<file path="src/rtl/seg_disp_pkg.sv">
// Shared constants, arbiter state type and round-robin helper for the
// multiplexed seven-segment display arbiter.
package seg_disp_pkg;

    localparam int         NDIG      = 8;
    localparam int         MAX_REQ   = 4;
    localparam logic [7:0] SEG_BLANK = 8'hFF;

    typedef enum logic {
        IDLE  = 1'b0,
        OWNED = 1'b1
    } state_t;

    // First requester strictly after ptr, wrapping over nreq clients; ptr itself is checked last.
    function automatic logic [1:0] rr_pick(input logic [3:0] req, input logic [1:0] ptr,
                                           input int unsigned nreq);
        logic       found;
        logic [1:0] idx;
        rr_pick = ptr;
        found   = 1'b0;
        for (int unsigned i = 1; i <= 4; i++) begin
            idx = 2'((32'(ptr) + i) % nreq);
            if (i <= nreq && !found && req[idx]) begin
                rr_pick = idx;
                found   = 1'b1;
            end
        end
    endfunction

endpackage

</file>
<file path="src/rtl/seg_display_arbiter_scan.sv">
// Digit scan timing: slot/digit counters, frame boundary detection and the
// registered PWM-gated anode/segment drivers.
module seg_scan
    import seg_disp_pkg::*;
#(
    parameter int DIV_W = 11
) (
    input  logic        clk,
    input  logic        rst_n,
    input  logic        i_clear,
    input  logic        i_active,
    input  logic [2:0]  i_bright,
    input  logic [63:0] i_fbuf,
    output logic        o_boundary,
    output logic        o_frame_done,
    output logic [7:0]  o_an,
    output logic [7:0]  o_seg
);

    logic [DIV_W-1:0] r_scnt;
    logic [2:0]       r_dig;
    logic             r_frame_done;
    logic [7:0]       r_an;
    logic [7:0]       r_seg;
    logic             w_slot_end;
    logic             w_lit;

    assign w_slot_end = &r_scnt;
    assign o_boundary = w_slot_end && (r_dig == 3'(NDIG - 1));
    // Top three slot-counter bits give eight PWM phases per digit slot.
    assign w_lit      = i_active && (r_scnt[DIV_W-1 -: 3] <= i_bright);

    // NOTE: all sequential state uses non-blocking assignments so every register samples pre-edge values.
    always_ff @(posedge clk) begin
        if (!rst_n) begin
            r_scnt <= '0;
            r_dig  <= '0;
        end else if (i_clear) begin
            r_scnt <= '0;
            r_dig  <= '0;
        end else begin
            r_scnt <= r_scnt + 1'b1;
            if (w_slot_end) begin
                r_dig <= r_dig + 1'b1;
            end
        end
    end

    always_ff @(posedge clk) begin
        if (!rst_n) begin
            r_frame_done <= 1'b0;
            r_an         <= SEG_BLANK;
            r_seg        <= SEG_BLANK;
        end else begin
            r_frame_done <= o_boundary;
            r_an         <= w_lit ? ~(8'b1 << r_dig) : SEG_BLANK;
            r_seg        <= w_lit ? i_fbuf[{r_dig, 3'b000} +: 8] : SEG_BLANK;
        end
    end

    assign o_frame_done = r_frame_done;
    assign o_an         = r_an;
    assign o_seg        = r_seg;

endmodule

</file>
<file path="src/rtl/seg_display_arbiter.sv">
// Round-robin owner of the eight-digit display: grants at frame boundaries with a
// minimum hold, snapshots the owner's frame into fbuf, and drives the scan.
module seg_display_arbiter
    import seg_disp_pkg::*;
#(
    parameter int NREQ        = 2,
    parameter int DIV_W       = 11,
    parameter int HOLD_FRAMES = 4
) (
    input  logic               clk,
    input  logic               rst_n,
    input  logic [NREQ-1:0]    req,
    input  logic [NREQ*64-1:0] frame,
    input  logic [2:0]         bright,
    output logic [NREQ-1:0]    gnt,
    output logic               frame_done,
    output logic [7:0]         AN,
    output logic [7:0]         SEG
);

    localparam int              HCNT_W   = (HOLD_FRAMES > 1) ? $clog2(HOLD_FRAMES) : 1;
    localparam logic [HCNT_W-1:0] HOLD_MAX = HCNT_W'(HOLD_FRAMES - 1);

    state_t            r_state;
    logic [1:0]        r_ptr;
    logic [HCNT_W-1:0] r_hcnt;
    logic [63:0]       r_fbuf;
    logic [NREQ-1:0]   r_gnt;

    logic [3:0]        w_req4;
    logic [3:0]        w_others;
    logic [63:0]       w_frames [MAX_REQ];
    logic              w_own_req;
    logic              w_any_other;
    logic              w_hold;
    logic              w_start;
    logic              w_boundary;
    logic [1:0]        w_pick_idle;
    logic [1:0]        w_pick_next;

    function automatic logic [NREQ-1:0] onehot(input logic [1:0] idx);
        logic [3:0] v;
        v = 4'b0001 << idx;
        return v[NREQ-1:0];
    endfunction

    // Pad to four clients so a 2-bit index is always in range.
    for (genvar g = 0; g < MAX_REQ; g++) begin : g_frames
        if (g < NREQ) begin : g_live
            assign w_frames[g] = frame[64*g +: 64];
        end else begin : g_pad
            assign w_frames[g] = '1;
        end
    end

    assign w_req4      = 4'(req);
    assign w_own_req   = w_req4[r_ptr];
    assign w_others    = w_req4 & ~(4'b0001 << r_ptr);
    assign w_any_other = |w_others;
    assign w_hold      = (r_hcnt < HOLD_MAX);
    assign w_start     = (r_state == IDLE) && (|req);
    assign w_pick_idle = rr_pick(w_req4, r_ptr, NREQ);
    assign w_pick_next = rr_pick(w_others, r_ptr, NREQ);

    // NOTE: fbuf is a plain 64-bit register, so it is reset to blank rather than left unknown.
    always_ff @(posedge clk) begin
        if (!rst_n) begin
            r_state <= IDLE;
            r_ptr   <= 2'(NREQ - 1);
            r_hcnt  <= '0;
            r_fbuf  <= '1;
            r_gnt   <= '0;
        end else begin
            case (r_state)
                IDLE: begin
                    if (w_start) begin
                        r_state <= OWNED;
                        r_ptr   <= w_pick_idle;
                        r_gnt   <= onehot(w_pick_idle);
                        r_fbuf  <= w_frames[w_pick_idle];
                        r_hcnt  <= '0;
                    end
                end
                OWNED: begin
                    if (w_boundary) begin
                        if (w_own_req && w_hold && w_any_other) begin
                            r_hcnt <= r_hcnt + 1'b1;
                            r_fbuf <= w_frames[r_ptr];
                        end else if (w_any_other) begin
                            r_ptr  <= w_pick_next;
                            r_gnt  <= onehot(w_pick_next);
                            r_fbuf <= w_frames[w_pick_next];
                            r_hcnt <= '0;
                        end else if (w_own_req) begin
                            r_fbuf <= w_frames[r_ptr];
                            if (w_hold) begin
                                r_hcnt <= r_hcnt + 1'b1;
                            end
                        end else begin
                            r_state <= IDLE;
                            r_gnt   <= '0;
                        end
                    end
                end
                default: r_state <= IDLE;
            endcase
        end
    end

    assign gnt = r_gnt;

    seg_scan #(
        .DIV_W (DIV_W)
    ) u_scan (
        .clk          (clk),
        .rst_n        (rst_n),
        .i_clear      (w_start),
        .i_active     (r_state == OWNED),
        .i_bright     (bright),
        .i_fbuf       (r_fbuf),
        .o_boundary   (w_boundary),
        .o_frame_done (frame_done),
        .o_an         (AN),
        .o_seg        (SEG)
    );

endmodule
</file>
<file path="config.mk">
export PLATFORM = sky130hd
export DESIGN_NAME = seg_display_arbiter
export DESIGN_NICKNAME = d
export VERILOG_FILES = /design/src/rtl/seg_disp_pkg.sv /design/src/rtl/seg_display_arbiter_scan.sv /design/src/rtl/seg_display_arbiter.sv
export SDC_FILE = /design/constraint.sdc
export NUM_CORES = 1
export LEC_CHECK = 0
export ABC_AREA = 0
export ABC_CLOCK_PERIOD_IN_PS = 4650
export CORE_MARGIN = 10
export CORE_UTILIZATION = 53
export DETAILED_ROUTE_END_ITERATION = 8
export PLACE_DENSITY_LB_ADDON = 0.3
export SYNTH_ARGS = -nofsm -noshare
export SYNTH_HDL_FRONTEND = slang
export SYNTH_SLANG_ARGS = --single-unit
</file>
<file path="constraint.sdc">
create_clock -name clk -period 4.65 [get_ports clk]
set_input_delay 1.1625 -clock clk [delete_from_list [all_inputs] [get_ports clk]]
set_output_delay 1.1625 -clock clk [all_outputs]
set_load 0.01 [all_outputs]
</file>
==> metrics.csv <==
metric,value,unit
met2 routed WL,8940,um
Worst Setup Path Type,in -> reg,
worst-case clock buffer depth,2,
share of layout cells above drive strength 1,0.171,
unrepaired setup endpoints after global routing,no,
Synth area leaders,"dfxtp_1 34%, a2111oi_2 15%, o31ai_1 8.1%",
CTS resizes,0,
reg2reg start,u_scan.r_dig[2]$_SDFFE_PP0P_,
Die W,126,um
cts bufs inserted,9,
post-layout util,0.707,
WL per Instance,21.9,um
io pins,154,
fillcell total,830,
Die H,126,um
Worst VDD drop,0.239,mV
Max-slew headroom,0.167,
Worst-path clk slew,0.07,ns
"Req. time, crit path",4.82,ns
worst path arrival time,3.78,ns
Pre-Repair DR Iteration Count,7,
PwrDens,293,nW/um2
Hold WC Path Type,reg -> reg,
Nets,857,
R2R cell count,6,
Worst setup endpoint,r_fbuf[24]$_SDFFE_PN1P_,
sequential element share of the synthesized area,0.343,
met3 wire length,1740,um
Storage cell area,2040,um2
DR top layer,met4,
net count after synthesis,760,
RR Endpoint,r_fbuf[24]$_SDFFE_PN1P_,
Core Area,10900,um2
via count,5720,
P&R area growth vs syn,29.9,%
fin. max-slew vios,0,
CTS Hold Buffers Added,0,
Multi-input gate area,3510,um2
first-pass GRT wire length,30400,um
post-layout instance count excluding filler cells,855,
synth unique cells,50,
Sink Count,102,
Max Cap Viol,0,
clk_skew,0.0100,ns
Yosys warnings,0,
M1 WL,7530,um
ys async rst share,0,
Starting Density,0.544,
Max Clock Freq,0.277,GHz
clock latency on the worst-skew pair,0.34,ns
initial antenna violation count,0,
Setup-failing EPs final,0,
placed cell count,839,
largest net degree at the start of global routing,67,
Critical Path Source,req[1],
crit path max fanout,33,
Final Hold Viols,0,
DRC,0,
CTS root buf,clkbuf_16,
hpwl dp,13300,um
"Avg Cell Area, Syn",9.71,um2
flip-flop and latch count after synthesis,102,
grt total ovfl,0,
Slew @ Worst Pin,1.25,ns
routability-driven placement congestion ratio,0.873,
share of the synthesized area in the top cell type,0.343,
period utilization,0.775,
CTS tree,done,
Tmin final,3.61,ns
Synth Flop Type,dfxtp_1,
die area,15900,um2
startpoint types,input pin,
gr usage total,0.227,
Reg2Reg Setup Slack,1.76,ns
leading area contributor after synthesis,dfxtp_1,
Initial DRC Count,681,
Worst Hold Margin,0.481,ns
ANT cells,0,
number of global-route vias before repair,5733,
Fin Setup TNS,0,ns
Cells after Synth,613,
Port-buffer cells,153,
Post-Route WL,18800,um
Via density,6.69,
post-route antenna net violation count,0,
Setup crit end kind,flip-flop,
"Cell Area, Synth",5950,um2
Rows,38,
Post-CTS Setup Inserts,0,
H-tree levels,3,
LEAKAGE,2.57,nW
status,finished clean,
number of synthesized flops with an enable pin,0,
-- layer usage --
metal	track usage	vias up
li1	-	2637
met1	0.285	2718
met5	0	-
met3	0.0570	45
met2	0.367	320
met4	0.0851	0
-- cells in the mapped netlist (2+ instances only) --
master and instances:
dfxtp_1 102, a21oi_1 66, a31oi_1 64, o31ai_1 64, a2111oi_2 60, clkbuf_1 48, nand2_1 30, buf_2 26
nor2_1 18, mux4_2 16, nand4_1 16, ha_1 12, inv_1 10, buf_6 7, mux2i_1 5, nand2b_1 5
nor2b_1 5, xnor2_1 5, xor2_1 5, a2111oi_0 4, and3_1 4, nand3_1 4, o21ai_0 4, a211oi_1 2
and2_1 2, nor3_1 2, nor4_1 2, o211ai_1 2, or2_2 2
-- state kept, by name (all words and copies together), names as in the netlist --
register             cells
gnt                      2
r_fbuf                  64
r_hcnt                   2
r_ptr                    2
r_state                  1
u_scan.o_an              8
u_scan.o_frame_done      1
u_scan.o_seg             8
u_scan.r_dig             3
u_scan.r_scnt           11
-- kinds of logic (layout without fill, tap and decap cells) --
logic type / Yosys count / in the layout / share of synthesized area
multiplexers: 21 / 21 / 0.0690
flip-flops: 102 / 102 / 0.343
buffers and inverters: 93 / 195 / 0.0736
XOR/XNOR: 10 / 10 / 0.0147
adder cells (fa/ha/maj): 12 / 12 / 0.0252
AO/OA/AOI/OAI: 279 / 279 / 0.391
AND/OR/NAND/NOR: 96 / 96 / 0.0833
-- metrics by stage --
stage / setup slack, ns / cell area [um2] / power, mW
finish: 1.04 / 7730 / 2.26
global route: 0.911 / 7730 / 2.35
global placement: 0.864 / 7430 / 1.50
detailed placement: 0.747 / 7430 / 1.51
CTS: 1.09 / 7730 / 2.25
floorplan: 2.06 / 5950 / 1.30
-- report_power, final --
part           switching, mW  internal [mW]  total [mW]
Combinational          0.278          0.248       0.526
Sequential            0.0438          0.934       0.978
Clock                  0.328          0.432       0.761
Total                  0.650           1.61        2.26
-- final cells by class --
class                      instances  area share
clock buffer                      11      0.0314
clock inverter                     5     0.00761
inverter                          10     0.00486
multi-input combinational        418       0.454
sequential                       102       0.264
tap                              140      0.0227
timing repair buffer             169       0.215
-- critical path, stage by stage --
cell and delay (ns):
clkdlybuf4s50_1 0.77, o211ai_1 0.15, or4_2 0.92, buf_4 0.39, a31oi_1 0.24, o31ai_1 0.12
-- layout by cell type (no fill, tap or decap), types with 4 or more instances in the layout --
| cell | instances |
|---|---|
| mux4_2 | 16 |
| nand4_1 | 16 |
| o31ai_1 | 64 |
| a2111oi_0 | 4 |
| clkbuf_16 | 9 |
| nor2_1 | 17 |
| and3_1 | 4 |
| a31oi_1 | 64 |
| nand2b_1 | 4 |
| a21oi_1 | 66 |
| nand2_1 | 29 |
| nand3_1 | 4 |
| dfxtp_1 | 102 |
| buf_4 | 15 |
| a2111oi_2 | 60 |
| nor2b_1 | 4 |
| ha_1 | 12 |
| xor2_1 | 5 |
| mux2i_1 | 5 |
| inv_1 | 9 |
| clkdlybuf4s50_1 | 153 |
| o21ai_0 | 4 |
| xnor2_1 | 5 |
-- worst min path at each step --
stage | end | depth (start not counted) | from | slack (ns)
global placement | u_scan.r_scnt[0]$_SDFF_PP0_ | 1 | u_scan.r_scnt[0]$_SDFF_PP0_ | 0.43
finish | u_scan.r_scnt[0]$_SDFF_PP0_ | 1 | u_scan.r_scnt[0]$_SDFF_PP0_ | 0.48
detailed placement | u_scan.r_scnt[0]$_SDFF_PP0_ | 1 | u_scan.r_scnt[0]$_SDFF_PP0_ | 0.45
CTS | gnt[1]$_SDFFE_PN0P_ | 2 | gnt[1]$_SDFFE_PN0P_ | 0.49
global route | gnt[1]$_SDFFE_PN0P_ | 2 | gnt[1]$_SDFFE_PN0P_ | 0.51
floorplan | u_scan.r_scnt[0]$_SDFF_PP0_ | 1 | u_scan.r_scnt[0]$_SDFF_PP0_ | 0.43
Power figures use the tool's default switching activity.
